--- src/rtl/state_trace_fifo_pkg.sv ---
// Shared constants and types for the state-trace FIFO: snapshot layout and
// the bit positions of each field inside a trace entry.
package state_trace_fifo_pkg;

    // Snapshot = {sta, z1, z2}
    localparam int unsigned STA_W  = 3;
    localparam int unsigned Z1_W   = 2;
    localparam int unsigned Z2_W   = 2;
    localparam int unsigned SNAP_W = STA_W + Z1_W + Z2_W;  // 7

    // Entry = {delta, sta, z1, z2}, MSB first; delta sits above the snapshot
    localparam int unsigned Z2_LSB    = 0;
    localparam int unsigned Z1_LSB    = Z2_LSB + Z2_W;
    localparam int unsigned STA_LSB   = Z1_LSB + Z1_W;
    localparam int unsigned DELTA_LSB = SNAP_W;

    typedef struct packed {
        logic [STA_W-1:0] sta;
        logic [Z1_W-1:0]  z1;
        logic [Z2_W-1:0]  z2;
    } snap_t;

endpackage

--- src/rtl/state_trace_fifo_mem.sv ---
// Trace storage: DEPTH x WIDTH register array, one synchronous write port
// and one asynchronous read port. Contents are not reset; the top masks the
// read data while the FIFO is empty.
module trace_fifo_mem #(
    parameter int unsigned DEPTH = 8,
    parameter int unsigned WIDTH = 15
) (
    input  logic                     clk,
    input  logic                     we,
    input  logic [$clog2(DEPTH)-1:0] waddr,
    input  logic [WIDTH-1:0]         wdata,
    input  logic [$clog2(DEPTH)-1:0] raddr,
    output logic [WIDTH-1:0]         rdata
);

    logic [WIDTH-1:0] mem [DEPTH];

    // Write the addressed entry when enabled
    always_ff @(posedge clk) begin
        if (we) begin
            mem[waddr] <= wdata;
        end
    end

    assign rdata = mem[raddr];

endmodule

--- src/rtl/state_trace_fifo.sv ---
// State-trace FIFO: records every change of the upstream {sta, z1, z2}
// snapshot together with the number of cycles since the previous change.
// First-word fall-through read side; sticky overflow on dropped events.
module state_trace_fifo
    import state_trace_fifo_pkg::*;
#(
    parameter int unsigned DEPTH = 8,
    parameter int unsigned TS_W  = 8
) (
    input  logic                   i_clk,
    input  logic                   i_rst_n,
    input  logic [STA_W-1:0]       i_sta,
    input  logic [Z1_W-1:0]        i_z1,
    input  logic [Z2_W-1:0]        i_z2,
    input  logic                   i_clr,
    input  logic                   i_rd_ready,
    output logic                   o_rd_valid,
    output logic [SNAP_W+TS_W-1:0] o_rd_data,
    output logic [$clog2(DEPTH):0] o_count,
    output logic                   o_overflow
);

    localparam int unsigned AW = $clog2(DEPTH);
    localparam int unsigned CW = AW + 1;
    localparam int unsigned EW = SNAP_W + TS_W;
    localparam logic [TS_W-1:0] DELTA_MAX = '1;

    snap_t           live;
    snap_t           snap_q;
    logic [TS_W-1:0] delta_q;
    logic [AW-1:0]   wr_ptr;
    logic [AW-1:0]   rd_ptr;
    logic [CW-1:0]   count_q;
    logic            ovf_q;
    logic            event_hit;
    logic            full;
    logic            pop;
    logic            push;
    logic [EW-1:0]   wdata;
    logic [EW-1:0]   rdata;

    assign live      = '{sta: i_sta, z1: i_z1, z2: i_z2};
    assign event_hit = (live != snap_q);
    assign full      = (count_q == CW'(DEPTH));
    assign o_rd_valid = (count_q != '0);
    // A full FIFO still accepts an event when the head leaves in the same cycle
    assign pop       = o_rd_valid && i_rd_ready && !i_clr;
    assign push      = event_hit && (!full || pop) && !i_clr;

    assign o_count    = count_q;
    assign o_overflow = ovf_q;
    assign o_rd_data  = o_rd_valid ? rdata : '0;

    // Assemble the entry from the pre-reload delta and the live snapshot
    always_comb begin
        wdata = '0;
        wdata[DELTA_LSB +: TS_W] = delta_q;
        wdata[STA_LSB +: STA_W]  = live.sta;
        wdata[Z1_LSB +: Z1_W]    = live.z1;
        wdata[Z2_LSB +: Z2_W]    = live.z2;
    end

    // Snapshot register, updated every cycle (clear does not affect it)
    always_ff @(posedge i_clk or negedge i_rst_n) begin
        if (!i_rst_n) begin
            snap_q <= '0;
        end else begin
            snap_q <= live;
        end
    end

    // Saturating delta counter; reloads to 1 after an event
    always_ff @(posedge i_clk or negedge i_rst_n) begin
        if (!i_rst_n) begin
            delta_q <= '0;
        end else if (i_clr) begin
            delta_q <= '0;
        end else if (event_hit) begin
            delta_q <= TS_W'(1);
        end else if (delta_q != DELTA_MAX) begin
            delta_q <= delta_q + TS_W'(1);
        end
    end

    // Read/write pointers (wrap naturally at DEPTH) and occupancy
    always_ff @(posedge i_clk or negedge i_rst_n) begin
        if (!i_rst_n) begin
            wr_ptr  <= '0;
            rd_ptr  <= '0;
            count_q <= '0;
        end else if (i_clr) begin
            wr_ptr  <= '0;
            rd_ptr  <= '0;
            count_q <= '0;
        end else begin
            if (push) begin
                wr_ptr <= wr_ptr + AW'(1);
            end
            if (pop) begin
                rd_ptr <= rd_ptr + AW'(1);
            end
            if (push && !pop) begin
                count_q <= count_q + CW'(1);
            end else if (pop && !push) begin
                count_q <= count_q - CW'(1);
            end
        end
    end

    // Sticky overflow: an event found the FIFO full with nothing leaving
    always_ff @(posedge i_clk or negedge i_rst_n) begin
        if (!i_rst_n) begin
            ovf_q <= 1'b0;
        end else if (i_clr) begin
            ovf_q <= 1'b0;
        end else if (event_hit && full && !pop) begin
            ovf_q <= 1'b1;
        end
    end

    trace_fifo_mem #(
        .DEPTH (DEPTH),
        .WIDTH (EW)
    ) u_mem (
        .clk   (i_clk),
        .we    (push),
        .waddr (wr_ptr),
        .wdata (wdata),
        .raddr (rd_ptr),
        .rdata (rdata)
    );

endmodule

--- config.mk ---
export PLATFORM = sky130hd
export DESIGN_NAME = state_trace_fifo
export DESIGN_NICKNAME = d
export VERILOG_FILES = /design/src/rtl/state_trace_fifo_pkg.sv /design/src/rtl/state_trace_fifo_mem.sv /design/src/rtl/state_trace_fifo.sv
export SDC_FILE = /design/constraint.sdc
export NUM_CORES = 1
export LEC_CHECK = 0
export ABC_AREA = 1
export BUFFER_PORTS_ARGS = -buffer_cell sky130_fd_sc_hd__buf_2
export CORE_MARGIN = 10
export CORE_UTILIZATION = 55
export DETAILED_ROUTE_END_ITERATION = 10
export PLACE_DENSITY = 0.73
export SLEW_MARGIN = 20
export SYNTH_ARGS = -nofsm -noshare
export SYNTH_HDL_FRONTEND = slang
export SYNTH_SLANG_ARGS = --single-unit
--- constraint.sdc ---
create_clock -name i_clk -period 5.7 [get_ports i_clk]
set_clock_uncertainty 0.2 [all_clocks]
set_input_delay 0.57 -clock i_clk [delete_from_list [all_inputs] [get_ports i_clk]]
set_output_delay 0.57 -clock i_clk [all_outputs]
set_load 0.05 [all_outputs]
# Word level (Yosys, flattened, before mapping)
# Memories as Yosys holds them, arrays and structs flattened.
# Cells that the tools add are included.
# W data, S select, Z words.
dict set report classes {
  add_sub_neg 5
  n_eq_ne 3
  n_mux 15
  reduce_logical 19
}
# operator n
set ops {}
lappend ops {{$mux W8} 3}
lappend ops {{$mux W15} 1}
lappend ops {{$mux W3} 4}
lappend ops {{$mux W4} 3}
lappend ops {{$add A8 B1 Y8 const B} 1}
lappend ops {{$logic_and A1 B1 Y1} 8}
lappend ops {{$ne A8 B8 Y1 const B} 1}
lappend ops {{$ne A7 B7 Y1} 1}
lappend ops {{$add A3 B1 Y3 const B} 2}
lappend ops {{$reduce_bool A2 Y1} 3}
lappend ops {{$reduce_bool A3 Y1} 2}
lappend ops {{$add A4 B1 Y4 const B} 1}
lappend ops {{$eq A4 B4 Y1 const B} 1}
lappend ops {{$logic_not A1 Y1} 4}
lappend ops {{$mux W1} 4}
lappend ops {{$reduce_bool A4 Y1} 1}
lappend ops {{$sub A4 B1 Y4 const B} 1}
lappend ops {{$logic_or A1 B1 Y1} 1}
dict set report word_totals {
  reg_bits 26
  ramBits 120
  out_inout_bits 21
  word_cells 51
  memories 1
}
# memory words width read_ports rd_ports_with_merged_regs write_ports line
set memory_table {}
lappend memory_table {u_mem.mem 8 15 1 0 1 state_trace_fifo_mem.sv:16} ;# logic [WIDTH-1:0] mem [DEPTH];

# Depth between registers and ports, before layout
# Gate-level depths: netlist of run 1.
dict set report logic_depth {
  depth_word 11
  mapped_depth 18
}

# Cells and area by module
# A second synthesis of run 1 with hierarchy kept.
dict set report unflattened {
  cells_unflattened 742
  hier_area_um2 6917.9
}
# module instances cells_each area_per_inst_um2 seq_area_each_um2
set modules_own_cells {}
lappend modules_own_cells {trace_fifo_mem 1 537 5316.3 3603.5}
lappend modules_own_cells {state_trace_fifo 1 205 1601.5 650.6}

# Worst setup path before layout of run 1
# OpenSTA, ideal clock, no wires.
dict set report synth_timing {
  path_kind {register -> output}
  startpoint {register count_q[3] (netlist: o_count[3])}
  endpoint {output o_rd_data[5]}
  t_arrival_ns 2.426
  required_time_ns 4.930
  slack_ns 2.504
  stages_incl_launch_ff 6
  cell_sequence {dfrtp_1 > inv_1 > nand3_4 > clkbuf_1 > o21ai_0 > nor2_1}
}
dict set report synth_between {
  elab_chain_cells 2
}
# element line
set synth_rtl {}
lappend synth_rtl {{start, declared} state_trace_fifo.sv:33} ;# logic [CW-1:0] count_q;
lappend synth_rtl {{start signal, assigned} state_trace_fifo.sv:103} ;# count_q <= count_q + CW'(1);
lappend synth_rtl {{start signal, assigned} state_trace_fifo.sv:105} ;# count_q <= count_q - CW'(1);
lappend synth_rtl {{$reduce_bool A4 Y1} state_trace_fifo.sv:45} ;# assign o_rd_valid = (count_q != '0);
lappend synth_rtl {{net o_rd_valid} state_trace_fifo.sv:17} ;# output logic o_rd_valid,
lappend synth_rtl {{$mux W15} state_trace_fifo.sv:52} ;# assign o_rd_data = o_rd_valid ? rdata : '0;
lappend synth_rtl {{end, declared} state_trace_fifo.sv:18} ;# output logic [SNAP_W+TS_W-1:0] o_rd_data,
# The timed path passes the listed nets, and every way through them passes these cells.

# Worst setup path after layout of run 1
dict set report layout_timing {
  startpoint {register rd_ptr[0]}
  endpoint {output o_rd_data[4]}
}
dict set report layout_between {
  elab_chain_cells 2
}
# element line
set layout_rtl {}
lappend layout_rtl {{start, declared} state_trace_fifo.sv:32} ;# logic [AW-1:0] rd_ptr;
lappend layout_rtl {{start signal, assigned} state_trace_fifo.sv:100} ;# rd_ptr <= rd_ptr + AW'(1);
lappend layout_rtl {{$mem_v2 Z8 W15} --}
lappend layout_rtl {{$mux W15} state_trace_fifo.sv:52}
# Every way passes these cells.

==> run_results.csv, run 1 <==
group,metric,value,unit
yosys,synth_seq_cells,146,
setup_path,reg2regPathDepth,9,
global_route,grt_pass1_vias,3997,
worst_hold_path,holdCritStartpoint,"i_z1[1]",
setup_path,worstPathRequired,4930,ps
finish,nFillCells,815,
place,dp_hpwl,7.79,mm
finish,area_growth,14.2,%
floorplanning,core,10900,µm²
worst_hold_path,whs_endpoint,"snap_q[3]",
global_route,grt-ovfl-total,0,
setup_path,crit_path_top_delay_cell,"buf_4",
yosys,syn_inst,531,
routing,drtAntennaViolNets,0,
setup_path,crit_type,"reg -> out",
setup_path,endpoint_kind,"output pin",
cts,cts_hold_buf,1,
setup_path,start_kind,"flip-flop",
finish,fin_util,0.647,
worst_hold_path,min_path_type,"in -> reg",
sta,clock.fmax,0.289,GHz
power,p_seq_frac,0.372,
floorplanning,die_x,126,µm
floorplanning,die-area,15800,µm²
sta,hold_viol_final,0,
yosys,seq_area_frac_synth,0.690,
cts,path_clk_slew,60,ps
setup_path,cpMostUsedCell,"nor2_1",
global_route,grt_max_degree,63,
floorplanning,start_util,0.566,
setup_path,r2r_end,"u_mem.mem[6][13]",
setup_path,arrival,2690,ps
power,sw_frac_of_total,0.371,
cts,clockBufferDepth,2,
routing,wl_per_cell,18.4,µm
floorplanning,floorplan.die.height,126,µm
sta,relSlewSlack,0.484,
job,cap_viol_max_count,0,
setup_path,r2r_start,"o_count[3]",
yosys,synth_edf_count,120,
yosys,yosysWarningCount,0,
yosys,avgSynthCellArea,11.6,µm²
yosys,synth_top_flop_cell,"edfxtp_1",
yosys,async_flop_share,0.178,
worst_hold_path,hold_path_depth,1,
finish,final_nets,585,
global_route,antenna_found_initial,0,
cts,cts_buffers,17,
sta,slew_viol_final,0,
cts,cts_setup_buffers,0,
setup_path,crit_chain,"clkinv_1, buf_4, nor2_1, o32ai_1, nor2_1, nor2_1, buf_2",
setup_path,reg2reg_slack,2900,ps
cts,ctsHtreeMaxLevel,4,
sta,period_needed,3460,ps
routing,first_pass_iters,6,
power,pwr-share-clk,0.303,
power,p_switching,1.30,mW
floorplanning,rows,38,
cts,cts.sinks,146,
sta,rsz0062_at_grt,"false",
setup_path,max_stage_delay,490,ps
outcome,status,"completed",
yosys,syn-num-nets,548,
sta,setup_viol,0,
sta,tns,0,ps
cts,cts_tree,"yes",
cts,clock_latency,520,ps
sta,period_share,0.606,
routing,vias,4146,
finish,n_antenna_cell,0,
global_route,grtUsageTotal,0.167,
power,irDropWorstVdd,0.293,mV
routing,wirelength,13.3,mm
sta,tightest_slew,773,ps
yosys,synth_area,6160,µm²
cts,cts_root_buf,"clkbuf_8",
power,power_density,497,nW/µm²
finish,drive_gt1_frac,0.145,
routing,vias_per_cell,5.76,
power,leakagePower,2.72,nW
routing,drc_errors,0,
power,combPwrFrac,0.325,
sta,hold_slack,77.5,ps
cts,ctsResizeCount,0,
routing,drt-initial-drc-count,445,
floorplanning,pin_count,32,
place,place_congestion,0.777,
global_route,grt_pass1_wl,21.1,mm
place,port_buffers,31,
setup_path,critPathMaxFanout,46,
power,p_int,2.20,mW
yosys,synth_cell_types,34,
[through the flow]
stage | setup WS (ps) | std cells | power, mW | area, µm²
after floorplan | 2500 | 531 | 2.18 | 6160
after detailed placement | 2730 | 688 | 2.46 | 6470
final | 2240 | 720 | 3.50 | 7040
after global routing | 2100 | 720 | 3.66 | 7040
after global placement | 2800 | 688 | 2.44 | 6470
after CTS | 2260 | 720 | 3.51 | 7040
[synth_stat cells (5+ instances only)]
| cell | number | area (µm²) |
|---|---|---|
| nand3_1 | 11 | 55.1 |
| o32ai_1 | 30 | 263 |
| dfrtp_1 | 26 | 651 |
| inv_1 | 31 | 116 |
| nor2_1 | 143 | 537 |
| ha_1 | 5 | 62.6 |
| o21ai_0 | 48 | 240 |
| o21ai_1 | 6 | 30.0 |
| edfxtp_1 | 120 | 3600 |
| buf_2 | 7 | 35.0 |
| nand4_1 | 6 | 37.5 |
| clkbuf_1 | 15 | 56.3 |
| nand2_1 | 49 | 184 |
| a21oi_1 | 6 | 30.0 |
[flip-flops by register name, summed over array words and instances (netlist names)]
register and cells:
delta_q 8, o_count 4, o_overflow 1, rd_ptr 3
snap_q 7, u_mem.mem 120, wr_ptr 3
[critical path: cells and delay by family, from the launching register on]
family	cells	cell delay, ps
buffers and inverters	3	1070
flip-flops	1	440
AND/OR/NAND/NOR	3	330
AO/OA/AOI/OAI	1	290
[cell usage in the layout, fill, tap and decap left out, drive strengths merged, types with 2 or more instances in the layout]
cell type	n
clkinvlp	2
ha	5
clkinv	8
o21ai	54
a31oi	3
edfxtp	120
nand3	15
buf	42
nand2	52
dfrtp	26
bufinv	3
a21oi	7
nand4	6
clkbuf	19
xor2	2
inv	32
nor2	147
o32ai	30
[worst max-delay path by stage]
| stage | end | startpoint | depth (start not counted) | slack [ps] |
|---|---|---|---|---|
| floorplan | o_rd_data[5] | o_count[3] | 5 | 2500 |
| global placement | u_mem.mem[6][7] | i_sta[1] | 12 | 2800 |
| detailed placement | u_mem.mem[6][12] | i_sta[1] | 12 | 2730 |
| CTS | o_rd_data[4] | rd_ptr[0] | 7 | 2260 |
| global route | o_rd_data[4] | rd_ptr[0] | 7 | 2100 |
| finish | o_rd_data[4] | rd_ptr[0] | 7 | 2240 |
[cell families (layout without fill, tap and decap cells)]
logic type      Yosys count  in the layout  synth area share
flops                   146            146             0.690
buf+inv                  58            107            0.0380
simple gates            221            221             0.154
fa+ha+maj                 6              6            0.0134
xor+xnor                  3              3           0.00426
compound gates           97             97             0.100
[cell type report]
class	instances	area (µm²)	share of cell area
repair buffers	43	248	0.0352
inverters	33	124	0.0176
clock buffers	19	422	0.0599
flip-flops and latches	146	4260	0.604
clock inverters	12	141	0.0201
well taps	140	175	0.0249
multi-input cells	327	1680	0.238
[metal layers]
| layer | GRT usage | routed length [µm] | vias up |
|---|---|---|---|
| met5 | 0 | 0 | - |
| met4 | 0.0576 | 204 | 0 |
| met3 | 0.0516 | 1040 | 24 |
| met2 | 0.267 | 6470 | 184 |
| met1 | 0.212 | 5550 | 1993 |
| li1 | - | - | 1945 |
[power by group through the flow]
stage | Sequential (mW) | Clock [mW] | Combinational [mW]
after floorplan | 1.35 | 0 | 0.831
after CTS | 1.30 | 1.07 | 1.14
after detailed placement | 1.32 | 0 | 1.13
final | 1.30 | 1.06 | 1.14
after global placement | 1.32 | 0 | 1.12
after global routing | 1.31 | 1.11 | 1.24
(Power assumes the default switching activity.)
==> run 2, diff against run 1 <==
--- a/config.mk
+++ b/config.mk
@@ -5,12 +5,12 @@
 export SDC_FILE = /design/constraint.sdc
 export NUM_CORES = 1
 export LEC_CHECK = 0
-export ABC_AREA = 1
+export ABC_AREA = 0
 export BUFFER_PORTS_ARGS = -buffer_cell sky130_fd_sc_hd__buf_2
 export CORE_MARGIN = 10
-export CORE_UTILIZATION = 55
+export CORE_UTILIZATION = 54
 export DETAILED_ROUTE_END_ITERATION = 10
-export PLACE_DENSITY = 0.73
+export PLACE_DENSITY = 0.75
 export SLEW_MARGIN = 20
 export SYNTH_ARGS = -nofsm -noshare
 export SYNTH_HDL_FRONTEND = slang
==> constraint.sdc (replaced) <==
create_clock -name i_clk -period 2.8 [get_ports i_clk]
set_clock_uncertainty 0.2 [all_clocks]
set_input_delay 0.28 -clock i_clk [delete_from_list [all_inputs] [get_ports i_clk]]
set_output_delay 0.28 -clock i_clk [all_outputs]
set_load 0.05 [all_outputs]
==> run 2 against run 1 <==
Clock power is 110% higher. Sequential power is 110% higher. Power is 110% higher. Critical path type is now reg -> reg. Highest routed layer unchanged. Largest power group unchanged. Core utilization is 3.0 points higher. Cell area is 3.7% higher. First-iteration DRC count is 53% lower. The run now ends with negative setup slack left.
==> run_results.csv, run 2 <==
group,metric,value,unit
outcome,status,"finished, violations left",
outcome,violations,"negative setup slack",
cts,cts_tree,"yes",
finish,final_common_cell,"edfxtp_1",
finish,most-common-layout-cells,"120 x edfxtp_1, 39 x nor2_1, 31 x buf_2",
yosys,syn-num-nets,346,
power,power_density,1010,nW/µm²
sta,tightest_slew,706,ps
yosys,syn_inst,329,
routing,wirelength,12.2,mm
floorplanning,rows,38,
global_route,grt_max_degree,31,
finish,area_growth,23.2,%
power,p_int,4.93,mW
sta,clock.fmax,0.341,GHz
setup_path,endpoint_kind,"flip-flop",
place,place_congestion,0.808,
global_route,grt_pass1_vias,3493,
cts,path_clk_slew,60,ps
setup_path,crit_chain,"nor4_4, inv_4, and2_4, or3_4, ha_4, a21o_1, a21oi_2, or3_1, mux2i_1, mux2_1",
power,combPwrFrac,0.326,
setup_path,crit_type,"reg -> reg",
yosys,seq_area_frac_synth,0.718,
finish,final_nets,427,
setup_path,max_stage_delay,420,ps
floorplanning,die_x,125,µm
power,p_seq_frac,0.365,
sta,relSlewSlack,0.529,
place,place_ws,-149,ps
worst_hold_path,min_path_type,"in -> async",
floorplanning,die-area,15600,µm²
yosys,yosys.area.top_type,"edfxtp_1",
power,leakagePower,2.58,nW
place,post_dp_cell_area,6570,µm²
finish,seqCellArea,4260,µm²
job,cap_viol_max_count,0,
finish,final_area,7300,µm²
sta,setup_viol,1,
finish,final_cells,563,
power,sw_frac_of_total,0.331,
place,dp.cells,520,
global_route,antenna_found_initial,0,
setup_path,start_kind,"flip-flop",
setup_path,critPathMaxFanout,3,
cts,ctsHtreeMaxLevel,4,
setup_path,arrival,3130,ps
finish,drive_gt1_frac,0.336,
place,port_buffers,31,
routing,vias_per_cell,5.61,
finish,largest_register,"u_mem.mem",
setup_path,cp.depth,10,
finish,multi_input_area,1670,µm²
power,fin_total_pwr,7.37,mW
floorplanning,start_util,0.549,
yosys,synth_seq_cells,146,
yosys,synth_top_flop_cell,"edfxtp_1",
sta,rsz0062_at_grt,"true",
yosys,synth_edf_count,120,
finish,largest_reg_flops,120,
sta,period_needed,2930,ps
sta,slew_viol_final,0,
setup_path,worstPathRequired,3000,ps
yosys,async_flop_share,0.178,
cts,clockBufferDepth,2,
cts,clock_latency,520,ps
global_route,grtUsageTotal,0.162,
sta,period_share,1.05,
global_route,grt-ovfl-total,0,
place,dp_hpwl,6.80,mm
yosys,yosys-top-cells-count,"120 x edfxtp_1, 39 x nor2_1, 30 x mux4_2, 26 x dfrtp_1, 21 x mux2i_1",
routing,first_pass_iters,4,
finish,reg.largest.list,"u_mem.mem: 120 flops, delta_q: 8 flops, snap_q: 7 flops",
global_route,grt_pass1_wl,19.5,mm
yosys,yosysWarningCount,0,
yosys,synth_top_cells_by_area,"edfxtp_1 61%, mux4_2 11%, dfrtp_1 11%",
finish,nFillCells,698,
floorplanning,core,10800,µm²
setup_path,crit_path_top_delay_cell,"dfrtp_2",
sta,hold_viol_final,0,
yosys,synth_area,5930,µm²
power,p_switching,2.44,mW
cts,cts_root_buf,"clkbuf_8",
finish,fin_util,0.676,
finish,n_antenna_cell,0,
routing,wl_per_cell,21.6,µm
floorplanning,pin_count,32,
yosys,synth_top_area_share,0.608,
cts,cts.sinks,146,
routing,drt-initial-drc-count,207,
setup_path,r2r_start,"o_count[2]",
sta,setup_ws,-134,ps
setup_path,crit_start,"o_count[2]",
setup_path,crit_family,"simple AND/OR/NAND/NOR gates",
cts,cts_buffers,17,
routing,drtAntennaViolNets,0,
setup_path,reg2regPathDepth,10,
yosys,synth_cell_types,36,
floorplanning,floorplan.die.height,125,µm
routing,drc_errors,0,
routing,vias,3161,
setup_path,path_buf_inv,1,
power,pwr-share-clk,0.309,
yosys,avgSynthCellArea,18.0,µm²
power,irDropWorstVdd,0.712,mV
yosys,post-synth-top-count-cell,"edfxtp_1",
run 2: per-stage QoR:
stage / TNS [ps] / hold slack [ps]
global route: -205 / 159
floorplan: -11710 / -216
global placement: -32.1 / 157
finish: -134 / 141
detailed placement: -149 / 169
CTS: -104 / 122
run 2: path summary, 6_finish.rpt:
path                         endpoint  slack (ps)
max                        o_count[3]        -130
min                        delta_q[2]         140
max reg2reg                o_count[3]        -130
min reg2reg                o_overflow         330
max in group asynchronous   rd_ptr[0]        1750
min in group i_clk          rd_ptr[0]         140
run 2: routing by layer:
| layer | GRT usage | vias up | wire [µm] |
|---|---|---|---|
| li1 | - | 1434 | - |
| met4 | 0.0535 | 0 | 147 |
| met2 | 0.275 | 107 | 6440 |
| met3 | 0.0468 | 15 | 704 |
| met5 | 0 | - | 0 |
| met1 | 0.194 | 1605 | 4880 |
run 2: repair_timing:
action | in CTS | in global routing
gates resized for setup | 1 | 4
endpoints found under the setup margin | 2 | 2
hold endpoints to repair | 92 | 0
pin swaps | 2 | 2
hold buffers | 9 | 0
buffers inserted | 2 | 0
run 2: power groups by stage:
stage / logic (mW) / clock network [mW] / registers, mW
floorplan: 1.64 / 0 / 2.80
global placement: 2.33 / 0 / 2.70
detailed placement: 2.36 / 0 / 2.72
CTS: 2.42 / 2.30 / 2.69
global route: 2.58 / 2.39 / 2.71
finish: 2.41 / 2.27 / 2.69
run 2: layout make-up:
cell class                 count  share of cell area
clock buffer                  21              0.0602
clock inverter                11              0.0223
inverter                       6             0.00343
multi-input combinational    164               0.229
sequential                   146               0.583
tap                          140              0.0240
timing repair buffer          75              0.0780
run 2: kinds of logic (layout without fill, tap and decap cells):
kind of cell             Yosys count  after routing  synth area share
multiplexers                      56             56             0.159
buffers and inverters             19            113            0.0144
flip-flops                       146            146             0.718
adder cells (fa/ha/maj)            6              6            0.0139
XOR/XNOR                          14             14            0.0207
AND/OR/NAND/NOR                   78             78            0.0650
AO/OA/AOI/OAI                     10             10           0.00929
